===== src/rtl/mem_port_arbiter_pkg.sv =====
// Shared constants and types for the 128-bit block memory port arbiter.
// State codes and requester IDs are fixed values that other blocks may decode.
package mem_port_arbiter_pkg;

  localparam int BADDR_W     = 28;
  localparam int DATA_W      = 128;
  localparam int TIMEOUT_DEF = 255;

  typedef logic [BADDR_W-1:0] baddr_t;
  typedef logic [DATA_W-1:0]  block_t;

  localparam logic [1:0] ST_IDLE    = 2'd0;
  localparam logic [1:0] ST_GNT_I   = 2'd1;
  localparam logic [1:0] ST_GNT_D   = 2'd2;
  localparam logic [1:0] ST_RELEASE = 2'd3;

  localparam logic REQ_I = 1'b0;
  localparam logic REQ_D = 1'b1;

  function automatic logic [1:0] gnt_state(input logic id);
    return (id == REQ_D) ? ST_GNT_D : ST_GNT_I;
  endfunction

endpackage


===== src/rtl/mem_port_arbiter_if.sv =====
// Bus bundle between the two caches, the arbiter and main memory.
// A busywait of 0 at a posedge completes the requester's transaction.
interface mem_port_arbiter_if;
  import mem_port_arbiter_pkg::*;

  logic       i_read;
  baddr_t     i_address;
  logic       i_busywait;
  logic       d_read;
  logic       d_write;
  baddr_t     d_address;
  block_t     d_writedata;
  logic       d_busywait;
  block_t     c_readdata;
  logic       mem_read;
  logic       mem_write;
  baddr_t     mem_address;
  block_t     mem_writedata;
  block_t     mem_readdata;
  logic       mem_busywait;
  logic       timeout_err;
  logic [1:0] dbg_state;

  modport slave (
    input  i_read, i_address, d_read, d_write, d_address, d_writedata,
           mem_readdata, mem_busywait,
    output i_busywait, d_busywait, c_readdata, mem_read, mem_write,
           mem_address, mem_writedata, timeout_err, dbg_state
  );

  modport master (
    output i_read, i_address, d_read, d_write, d_address, d_writedata,
           mem_readdata, mem_busywait,
    input  i_busywait, d_busywait, c_readdata, mem_read, mem_write,
           mem_address, mem_writedata, timeout_err, dbg_state
  );

endinterface


===== src/rtl/mem_port_arbiter_rr_pick2.sv =====
// Two-way round-robin picker: on a tie the requester that was not served last wins.
// Bit 0 is the icache, bit 1 the dcache.
module rr_pick2 (
  input  logic [1:0] req_i,
  input  logic       last_i,
  output logic       gnt_id_o,
  output logic       valid_o
);

  always_comb begin
    valid_o  = |req_i;
    gnt_id_o = req_i[1];
    if (&req_i) gnt_id_o = ~last_i;
  end

endmodule


===== src/rtl/mem_port_arbiter.sv =====
// Grants the shared block memory port to the icache or dcache for a whole transaction,
// holds the read block for the caches and closes grants that exceed TIMEOUT cycles.
module mem_port_arbiter
  import mem_port_arbiter_pkg::*;
#(
  parameter int TIMEOUT = TIMEOUT_DEF
) (
  input  logic              clock,
  input  logic              reset,
  mem_port_arbiter_if.slave bus
);

  localparam int CNT_W = $clog2(TIMEOUT + 1);

  logic [1:0]       state_q, state_d;
  logic             last_q, last_d;
  logic             seen_q, seen_d;
  logic [CNT_W-1:0] cnt_q, cnt_d;
  block_t           rdata_q, rdata_d;
  logic             terr_q, terr_d;
  baddr_t           addr_q, addr_d;
  block_t           wdata_q, wdata_d;
  logic             wr_q, wr_d;

  logic d_req, pick_id, pick_valid, granted, done, tmo;

  assign d_req   = bus.d_read | bus.d_write;
  assign granted = (state_q == ST_GNT_I) || (state_q == ST_GNT_D);
  assign done    = granted && seen_q && !bus.mem_busywait;
  assign tmo     = granted && !done && (cnt_q == CNT_W'(TIMEOUT));

  rr_pick2 u_pick (
    .req_i    ({d_req, bus.i_read}),
    .last_i   (last_q),
    .gnt_id_o (pick_id),
    .valid_o  (pick_valid)
  );

  always_comb begin
    state_d = state_q;
    last_d  = last_q;
    seen_d  = seen_q;
    cnt_d   = '0;
    rdata_d = rdata_q;
    terr_d  = terr_q;
    addr_d  = addr_q;
    wdata_d = wdata_q;
    wr_d    = wr_q;
    case (state_q)
      ST_IDLE: begin
        if (pick_valid) begin
          state_d = gnt_state(pick_id);
          addr_d  = (pick_id == REQ_D) ? bus.d_address : bus.i_address;
          wr_d    = (pick_id == REQ_D) && bus.d_write;
          wdata_d = bus.d_writedata;
          seen_d  = 1'b0;
          cnt_d   = CNT_W'(1);
        end
      end
      ST_GNT_I, ST_GNT_D: begin
        // cnt holds the number of grant cycles including the current one
        cnt_d = cnt_q + CNT_W'(1);
        if (bus.mem_busywait) seen_d = 1'b1;
        if (done) begin
          if (!wr_q) rdata_d = bus.mem_readdata;
          last_d  = (state_q == ST_GNT_D);
          state_d = ST_RELEASE;
        end else if (tmo) begin
          terr_d  = 1'b1;
          rdata_d = '0;
          state_d = ST_RELEASE;
        end
      end
      default: state_d = ST_IDLE;
    endcase
  end

  always_ff @(posedge clock or negedge reset) begin
    if (!reset) begin
      state_q <= ST_IDLE;
      last_q  <= REQ_D;
      seen_q  <= 1'b0;
      cnt_q   <= '0;
      rdata_q <= '0;
      terr_q  <= 1'b0;
      addr_q  <= '0;
      wdata_q <= '0;
      wr_q    <= 1'b0;
    end else begin
      state_q <= state_d;
      last_q  <= last_d;
      seen_q  <= seen_d;
      cnt_q   <= cnt_d;
      rdata_q <= rdata_d;
      terr_q  <= terr_d;
      addr_q  <= addr_d;
      wdata_q <= wdata_d;
      wr_q    <= wr_d;
    end
  end

  // Strobes come only from registers; stalls are forced low while reset is asserted.
  assign bus.mem_read      = (state_q == ST_GNT_I) || ((state_q == ST_GNT_D) && !wr_q);
  assign bus.mem_write     = (state_q == ST_GNT_D) && wr_q;
  assign bus.mem_address   = granted ? addr_q : '0;
  assign bus.mem_writedata = bus.mem_write ? wdata_q : '0;
  assign bus.i_busywait    = reset && (((state_q == ST_IDLE) && bus.i_read) ||
                                       ((state_q == ST_GNT_I) && !done) ||
                                       ((state_q == ST_GNT_D) && bus.i_read));
  assign bus.d_busywait    = reset && (((state_q == ST_IDLE) && d_req) ||
                                       ((state_q == ST_GNT_D) && !done) ||
                                       ((state_q == ST_GNT_I) && d_req));
  assign bus.c_readdata    = rdata_q;
  assign bus.timeout_err   = terr_q;
  assign bus.dbg_state     = state_q;

endmodule


===== src/flat_wrapper.sv =====
// flat-port wrapper written by rule: the top's interface ports become plain ports
module mem_port_arbiter_flat import mem_port_arbiter_pkg::*;
#(
  parameter int TIMEOUT = TIMEOUT_DEF
)
  (clock, reset, bus_i_read, bus_i_address, bus_d_read, bus_d_write, bus_d_address, bus_d_writedata, bus_mem_readdata, bus_mem_busywait, bus_i_busywait, bus_d_busywait, bus_c_readdata, bus_mem_read, bus_mem_write, bus_mem_address, bus_mem_writedata, bus_timeout_err, bus_dbg_state);
  mem_port_arbiter_if bus_i ();
  input  logic clock;
  input  logic reset;
  input wire logic [$bits(bus_i.i_read)-1:0] bus_i_read;
  input wire logic [$bits(bus_i.i_address)-1:0] bus_i_address;
  input wire logic [$bits(bus_i.d_read)-1:0] bus_d_read;
  input wire logic [$bits(bus_i.d_write)-1:0] bus_d_write;
  input wire logic [$bits(bus_i.d_address)-1:0] bus_d_address;
  input wire logic [$bits(bus_i.d_writedata)-1:0] bus_d_writedata;
  input wire logic [$bits(bus_i.mem_readdata)-1:0] bus_mem_readdata;
  input wire logic [$bits(bus_i.mem_busywait)-1:0] bus_mem_busywait;
  output wire logic [$bits(bus_i.i_busywait)-1:0] bus_i_busywait;
  output wire logic [$bits(bus_i.d_busywait)-1:0] bus_d_busywait;
  output wire logic [$bits(bus_i.c_readdata)-1:0] bus_c_readdata;
  output wire logic [$bits(bus_i.mem_read)-1:0] bus_mem_read;
  output wire logic [$bits(bus_i.mem_write)-1:0] bus_mem_write;
  output wire logic [$bits(bus_i.mem_address)-1:0] bus_mem_address;
  output wire logic [$bits(bus_i.mem_writedata)-1:0] bus_mem_writedata;
  output wire logic [$bits(bus_i.timeout_err)-1:0] bus_timeout_err;
  output wire logic [$bits(bus_i.dbg_state)-1:0] bus_dbg_state;
  assign bus_i.i_read = bus_i_read;
  assign bus_i.i_address = bus_i_address;
  assign bus_i.d_read = bus_d_read;
  assign bus_i.d_write = bus_d_write;
  assign bus_i.d_address = bus_d_address;
  assign bus_i.d_writedata = bus_d_writedata;
  assign bus_i.mem_readdata = bus_mem_readdata;
  assign bus_i.mem_busywait = bus_mem_busywait;
  assign bus_i_busywait = bus_i.i_busywait;
  assign bus_d_busywait = bus_i.d_busywait;
  assign bus_c_readdata = bus_i.c_readdata;
  assign bus_mem_read = bus_i.mem_read;
  assign bus_mem_write = bus_i.mem_write;
  assign bus_mem_address = bus_i.mem_address;
  assign bus_mem_writedata = bus_i.mem_writedata;
  assign bus_timeout_err = bus_i.timeout_err;
  assign bus_dbg_state = bus_i.dbg_state;
  mem_port_arbiter #(.TIMEOUT(TIMEOUT)) u_core (.clock(clock), .reset(reset), .bus(bus_i));
endmodule

===== config.mk =====
export PLATFORM = sky130hd
export DESIGN_NAME = mem_port_arbiter_flat
export DESIGN_NICKNAME = d
export VERILOG_FILES = /design/src/rtl/mem_port_arbiter_pkg.sv /design/src/rtl/mem_port_arbiter_if.sv /design/src/rtl/mem_port_arbiter_rr_pick2.sv /design/src/rtl/mem_port_arbiter.sv /design/src/flat_wrapper.sv
export SDC_FILE = /design/constraint.sdc
export NUM_CORES = 1
export LEC_CHECK = 0
export ABC_AREA = 1
export BUFFER_PORTS_ARGS = -buffer_cell sky130_fd_sc_hd__buf_2
export CORE_ASPECT_RATIO = 1.1
export CORE_UTILIZATION = 25
export CTS_CLUSTER_DIAMETER = 80
export CTS_CLUSTER_SIZE = 16
export DETAILED_ROUTE_END_ITERATION = 6
export MAX_ROUTING_LAYER = met4
export PLACE_DENSITY = 0.51
export SYNTH_ARGS = -nofsm -noshare
export SYNTH_HDL_FRONTEND = slang
export SYNTH_SLANG_ARGS = --single-unit
export TNS_END_PERCENT = 50

===== constraint.sdc =====
create_clock -name clock -period 3 [get_ports clock]
set_clock_uncertainty 0.05 [all_clocks]
set_input_delay 0.3 -clock clock [delete_from_list [all_inputs] [get_ports clock]]
set_output_delay 0.3 -clock clock [all_outputs]
set_load 0.01 [all_outputs]

==> impl_metrics.env, run 1 <==
export IMPL_status="complete, no violations"
export IMPL_ys_warn_count=0
export IMPL_critPathRequiredTime_ps=2650
export IMPL_final_net_count=2977
export IMPL_port_buffers=608
export IMPL_seq_power_share=0.373
export IMPL_first_global_vias=14679
export IMPL_drv_slew=0
export IMPL_clkPwrFrac=0.184
export IMPL_rsz0062_at_grt="false"
export IMPL_use_met1=0.199
export IMPL_clk_latency_ps=540
export IMPL_synthCells=1857
export IMPL_power_leakage_uw=0.0123
export IMPL_firstDrtPassIters=5
export IMPL_cp_arrival_ps=2380
export IMPL_syn_num_nets=2180
export IMPL_finalWirelength_microns=48100
export IMPL_ios=609
export IMPL_cts_made_buffers=24
export IMPL_grt_overflow=0
export IMPL_cp_buffers_inverters=3
export IMPL_coreArea_sq_um=55100
export IMPL_track_usage=0.168
export IMPL_yosysTopAreaCellShare=0.532
export IMPL_wl_per_cell_microns=14.1
export IMPL_cts_setup_buffers=0
export IMPL_reg2reg_from="u_core.bus.dbg_state[1]"
export IMPL_worst_pin_slew_ps=705
export IMPL_clockBufferDepth=3
export IMPL_num_antenna_cells=0
export IMPL_h_tree_depth=1
export IMPL_cap_violations=0
export IMPL_finalCritPeriodShare=0.911
export IMPL_ys_flop_type="dfrtp_1"
export IMPL_ys_ff_latch=298
export IMPL_area_growth_pct=50.4
export IMPL_p_sw_uw=7140
export IMPL_routabilityCongestion=0.812
export IMPL_path_clk_slew_ps=70
export IMPL_path_delay_family="buffers and inverters"
export IMPL_die_y_microns=250
export IMPL_start_util=0.254
export IMPL_synth_top_cells_by_count="nand2_1 (525), inv_1 (329), dfrtp_1 (297)"
export IMPL_end_kind="output port"
export IMPL_num_fill_cells=5767
export IMPL_antenna_found_initial=0
export IMPL_first_iter_violations=743
export IMPL_critPathMaxFanout=59
export IMPL_std_cell_rows=90
export IMPL_yosys_area_top_type="dfrtp_1"
export IMPL_path_class="register to output port"
export IMPL_vdd_drop_max_v=0.000424
export IMPL_cts_tree="yes"
export IMPL_avgSynthCellArea_sq_um=7.53
export IMPL_drcViolationCount=0
export IMPL_via_count=14375
export IMPL_grtUsageMet2=0.293
export IMPL_grt_pass1_wl_microns=75400
export IMPL_yosysSeqAreaShare=0.534
export IMPL_min_from="bus_mem_readdata[123]"
export IMPL_p_comb_frac=0.443
export IMPL_dp_hpwl_microns=33100
export IMPL_die_area_sq_um=56900
export IMPL_drive_gt1_frac=0.256
export IMPL_sw_frac_of_total=0.415
export IMPL_chipWidth_microns=227
export IMPL_grt_max_degree=112
export IMPL_root_buffer="clkbuf_16"
export IMPL_power_uw=17200
export IMPL_grtUsageMet3=0.0290
export IMPL_hp_class="input port to register"
export IMPL_p_int_uw=10100
export IMPL_slew_headroom=0.530
export IMPL_startpoint_type="register"
export IMPL_clock_sinks=298
export IMPL_fmax_mhz=366
export IMPL_netlist_top_cells_area="dfrtp_1 (53%), nand2_1 (14%), inv_1 (8.8%)"
export IMPL_ant_nets=0
export IMPL_synth_area_sq_um=14000
export IMPL_setup_tns_ps=0
export IMPL_worstSetupStartpoint="u_core.bus.dbg_state[0]"
export IMPL_power_density_nw_per_um2=819
export IMPL_setup_viol=0
export IMPL_grt_busiest_layer="met2"
export IMPL_period_needed_ps=2730
export IMPL_worstPathCellList="inv_1 > ha_1 > nand2_4 > buf_12 > nor2_1 > buf_2"
export IMPL_slowest_stage="dfrtp_1"
export IMPL_synth_async_sr_flop_share=1.00
export IMPL_vias_per_cell=4.23
export IMPL_hold_viol=0
export IMPL_cpPeakStageDelay_ps=420
export IMPL_ys_types=24
export IMPL_yosysMostFrequentCell="nand2_1"
export IMPL_synth_edf_count=0
==> sequential cells by signal (all words and copies together), names as in the netlist <==
signal / cells
u_core.addr_q: 28
u_core.bus.timeout_err: 1
u_core.cnt_q: 8
u_core.bus.dbg_state: 2
u_core.wdata_q: 128
u_core.bus.c_readdata: 128
u_core.last_q: 1
u_core.wr_q: 1
u_core.seen_q: 1
==> kinds of logic after synthesis <==
| group | Yosys count | share of synthesized area |
|---|---|---|
| adders and majority gates | 5 | 0.00448 |
| buffers and inverters | 444 | 0.128 |
| AOI/OAI and AO/OA | 175 | 0.0690 |
| and+or+nand+nor | 935 | 0.265 |
| DFF | 298 | 0.534 |
==> power by group through the flow <==
stage / clock, uW / sequential [uW] / combinational (uW)
final: 3170 / 6420 / 7630
after global routing: 3430 / 6590 / 8640
after CTS: 3310 / 6410 / 7740
after detailed placement: 0 / 6480 / 7470
after global placement: 0 / 6450 / 7360
after floorplan: 0 / 6620 / 4320
==> layer usage <==
layer | share of wire | wire, microns
met4 | 0.020 | 979
met2 | 0.50 | 24100
met3 | 0.064 | 3070
met1 | 0.42 | 20000
met5 | 0 | 0
==> cells in the final DEF, fill, tap and decap left out, types with 2 or more instances in the layout <==
master and count:
buf_2 607, nand2_1 524, inv_1 329, dfrtp_1 297
nor2_1 268, dlygate4sd3_1 247, nand3_1 137, o21ai_0 136
o211ai_1 28, clkbuf_16 25, buf_4 18, buf_12 12
a21oi_1 6, ha_1 5, clkbuf_1 4, clkinv_2 4
nand2_4 2, nand3_4 2
==> timing repair <==
action / 4_1_cts / 5_1_grt
hold buffers: 247 / 0
hold endpoints to repair: 303 / 0
resized for setup: 0 / 0
==> area by class of cell <==
cell class / instances / area [sq um] / share of cell area
Clock buffer: 30 / 654 / 0.0311
Clock inverter: 7 / 73.8 / 0.00351
Multi-Input combinational cell: 1115 / 4770 / 0.227
Inverter: 330 / 1240 / 0.0589
Tap cell: 736 / 921 / 0.0438
Sequential cell: 298 / 7460 / 0.355
Timing Repair Buffer: 885 / 5900 / 0.281
==> worst min-delay path: stages <==
cell and delay, ps:
buf_2 100, inv_1 50, nor2_1 40, nand2_1 50, nand2_1 40
==> worst paths after layout <==
check                      slack (ps)  cells after the start                          to
min in group asynchronous         250                      2    u_core.bus.c_readdata[2]
max in group asynchronous        1600                      3          u_core.wdata_q[89]
min reg2reg                       430                      2            u_core.addr_q[7]
min                                30                      5  u_core.bus.c_readdata[123]
max                               270                      6       bus_mem_writedata[20]
max reg2reg                       740                      9  u_core.bus.c_readdata[101]
==> stage by stage <==
step | instance area, sq um | util | std cells | setup WS, ps | hold WS (ps)
after floorplan | 14000 | - | 1857 | 960 | -45.6
after global placement | 17800 | 0.324 | 3117 | 805 | 240
after detailed placement | 17800 | 0.324 | 3117 | 730 | 241
after CTS | 21000 | 0.382 | 3401 | 238 | 1.17
after global routing | 21000 | 0.382 | 3401 | 97.6 | 18.8
final | 21000 | 0.382 | 3401 | 266 | 33.6
(Power assumes the default switching activity.)
==> run 2: changes to the inputs <==
--- a/config.mk
+++ b/config.mk
@@ -13,7 +13,7 @@
 export CTS_CLUSTER_SIZE = 16
 export DETAILED_ROUTE_END_ITERATION = 6
 export MAX_ROUTING_LAYER = met4
-export PLACE_DENSITY = 0.51
+export PLACE_DENSITY = 0.53
 export SYNTH_ARGS = -nofsm -noshare
 export SYNTH_HDL_FRONTEND = slang
 export SYNTH_SLANG_ARGS = --single-unit
==> constraint.sdc (replaced) <==
create_clock -name clock -period 3.3 [get_ports clock]
set_clock_uncertainty 0.05 [all_clocks]
set_input_delay 0.33 -clock clock [delete_from_list [all_inputs] [get_ports clock]]
set_output_delay 0.33 -clock clock [all_outputs]
set_load 0.01 [all_outputs]
==> run 2 against run 1 <==
- combinational power down 11%
- clock power down 14%
- via count down 1.7%
- die area unchanged
- worst setup slack better by 290 ps
- highest routed layer unchanged
- sequential share of layout area up 1.3 points
- routed wire length down 3.9%
- critical path type unchanged
- global-route usage down 0.78 points
- count of clock-buffer cells in the layout unchanged
- total power down 11%
==> impl_metrics.env, run 2 (synthesis gave the netlist of run 1 again) <==
export IMPL_status="complete, no violations"
export IMPL_cts_setup_buffers=0
export IMPL_fin_cells=3332
export IMPL_cpPeakStageDelay_ps=430
export IMPL_track_usage=0.160
export IMPL_fmax_mhz=365
export IMPL_clockBufferDepth=3
export IMPL_setup_tns_ps=0
export IMPL_grt_pass1_wl_microns=72200
export IMPL_first_iter_violations=677
export IMPL_ant_nets=0
export IMPL_hold_viol=0
export IMPL_power_leakage_uw=0.0120
export IMPL_slew_headroom=0.520
export IMPL_cp_arrival_ps=2360
export IMPL_rsz0062_at_grt="false"
export IMPL_vias_per_cell=4.24
export IMPL_path_class="register to output port"
export IMPL_start_util=0.254
export IMPL_std_cell_rows=90
export IMPL_finalCritPeriodShare=0.831
export IMPL_power_density_nw_per_um2=756
export IMPL_cap_violations=0
export IMPL_startpoint_type="register"
export IMPL_clock_sinks=298
export IMPL_ios=609
export IMPL_drive_gt1_frac=0.257
export IMPL_die_area_sq_um=56900
export IMPL_end_kind="output port"
export IMPL_h_tree_depth=1
export IMPL_grt_max_degree=162
export IMPL_root_buffer="clkbuf_16"
export IMPL_final_cell_mix="buf_2 (607), nand2_1 (524), inv_1 (329)"
export IMPL_clk_latency_ps=550
export IMPL_grt_overflow=0
export IMPL_critPathMaxFanout=44
export IMPL_vdd_drop_max_v=0.000477
export IMPL_drv_slew=0
export IMPL_period_needed_ps=2740
export IMPL_wl_per_cell_microns=13.9
export IMPL_ctsResizeCount=0
export IMPL_area_growth_pct=45.0
export IMPL_setup_viol=0
export IMPL_cts_tree="yes"
export IMPL_path_clk_slew_ps=70
export IMPL_firstDrtPassIters=5
export IMPL_hp_class="input port to register"
export IMPL_slowest_stage="dfrtp_1"
export IMPL_drcViolationCount=0
export IMPL_placed_cells=3108
export IMPL_dp_hpwl_microns=31200
export IMPL_chipWidth_microns=227
export IMPL_coreArea_sq_um=55100
export IMPL_worstPathCellList="inv_1 > ha_1 > nand2_4 > buf_12 > nor2_1 > buf_2"
export IMPL_mostFrequentLayoutCell="buf_2"
export IMPL_critPathRequiredTime_ps=2920
export IMPL_cts_made_buffers=23
export IMPL_finalWirelength_microns=46200
export IMPL_first_global_vias=14348
export IMPL_routabilityCongestion=0.838
export IMPL_final_net_count=2908
export IMPL_port_buffers=608
export IMPL_antenna_found_initial=1
export IMPL_worst_pin_slew_ps=720
export IMPL_via_count=14124
export IMPL_die_y_microns=250
run 2: cell types whose count changed in the layout (fill, tap and decap cells not counted):
cell and delta:
buf_12 -2, clkinv_4 +1, buf_4 -7, inv_12 -1, clkbuf_16 -2, diode_2 +1, clkbuf_1 +3, clkbuf_8 -1
dlygate4sd3_1 -59, clkinv_2 -2
run 2: per-stage QoR:
step	hold WS (ps)	util	total power, uW	worst slack, ps	area, sq um
6_report	34.3	0.368	15300	557	20300
5_1_grt	20.8	0.368	16700	368	20300
4_1_cts	0.885	0.368	15600	495	20300
3_5_place_dp	320	0.322	12600	1010	17700
3_3_place_gp	314	0.322	12500	1080	17700
2_1_floorplan	-15.6	-	9940	1230	14000
run 2: path summary, 6_finish.rpt:
check,start,to,slack [ps],depth (start not counted)
min in group asynchronous,reset,u_core.bus.c_readdata[11],300,2
hold / removal,bus_d_writedata[14],u_core.wdata_q[14],30,3
setup / recovery,u_core.bus.dbg_state[0],bus_mem_writedata[88],560,6
max in group asynchronous,reset,u_core.wdata_q[107],1760,3
hold reg to reg,u_core.bus.timeout_err,u_core.bus.timeout_err,430,2
setup reg to reg,u_core.bus.dbg_state[0],u_core.bus.c_readdata[27],1010,9
run 2: report_power, final:
group / leakage (uW) / switching, uW / total (uW) / internal, uW
Combinational: 0.00785 / 4410 / 6790 / 2380
Sequential: 0.00384 / 641 / 5820 / 5180
Clock: 0.000318 / 1360 / 2720 / 1360
Total: 0.0120 / 6410 / 15300 / 8920
run 2: worst max-delay path, delay by kind of cell, from the launching register on:
kind	cells	cell delay [ps]
buf+inv	3	570
simple gates	2	490
flops	1	430
fa+ha+maj	1	260
run 2: layout make-up:
cell class | count | area [sq um]
clock inverter | 5 | 56.3
timing repair buffer | 817 | 5220
inverter | 330 | 1240
sequential | 298 | 7460
multi-input combinational | 1115 | 4770
antenna | 1 | 2.50
tap | 736 | 921
clock buffer | 30 | 602
fill | 5741 | 34800
run 2: repair_timing:
item | CTS | global route
endpoints found under the hold margin | 260 | 0
setup endpoints to repair | 0 | 0
hold buffers | 188 | 0
run 2: routing by layer:
layer / up-vias / routed length (microns) / track usage
li1: 6982 / - / -
met1: 6588 / 18700 / 0.179
met2: 494 / 23000 / 0.286
met3: 60 / 3360 / 0.0328
met4: 0 / 1120 / 0.0439
met5: - / 0 / -
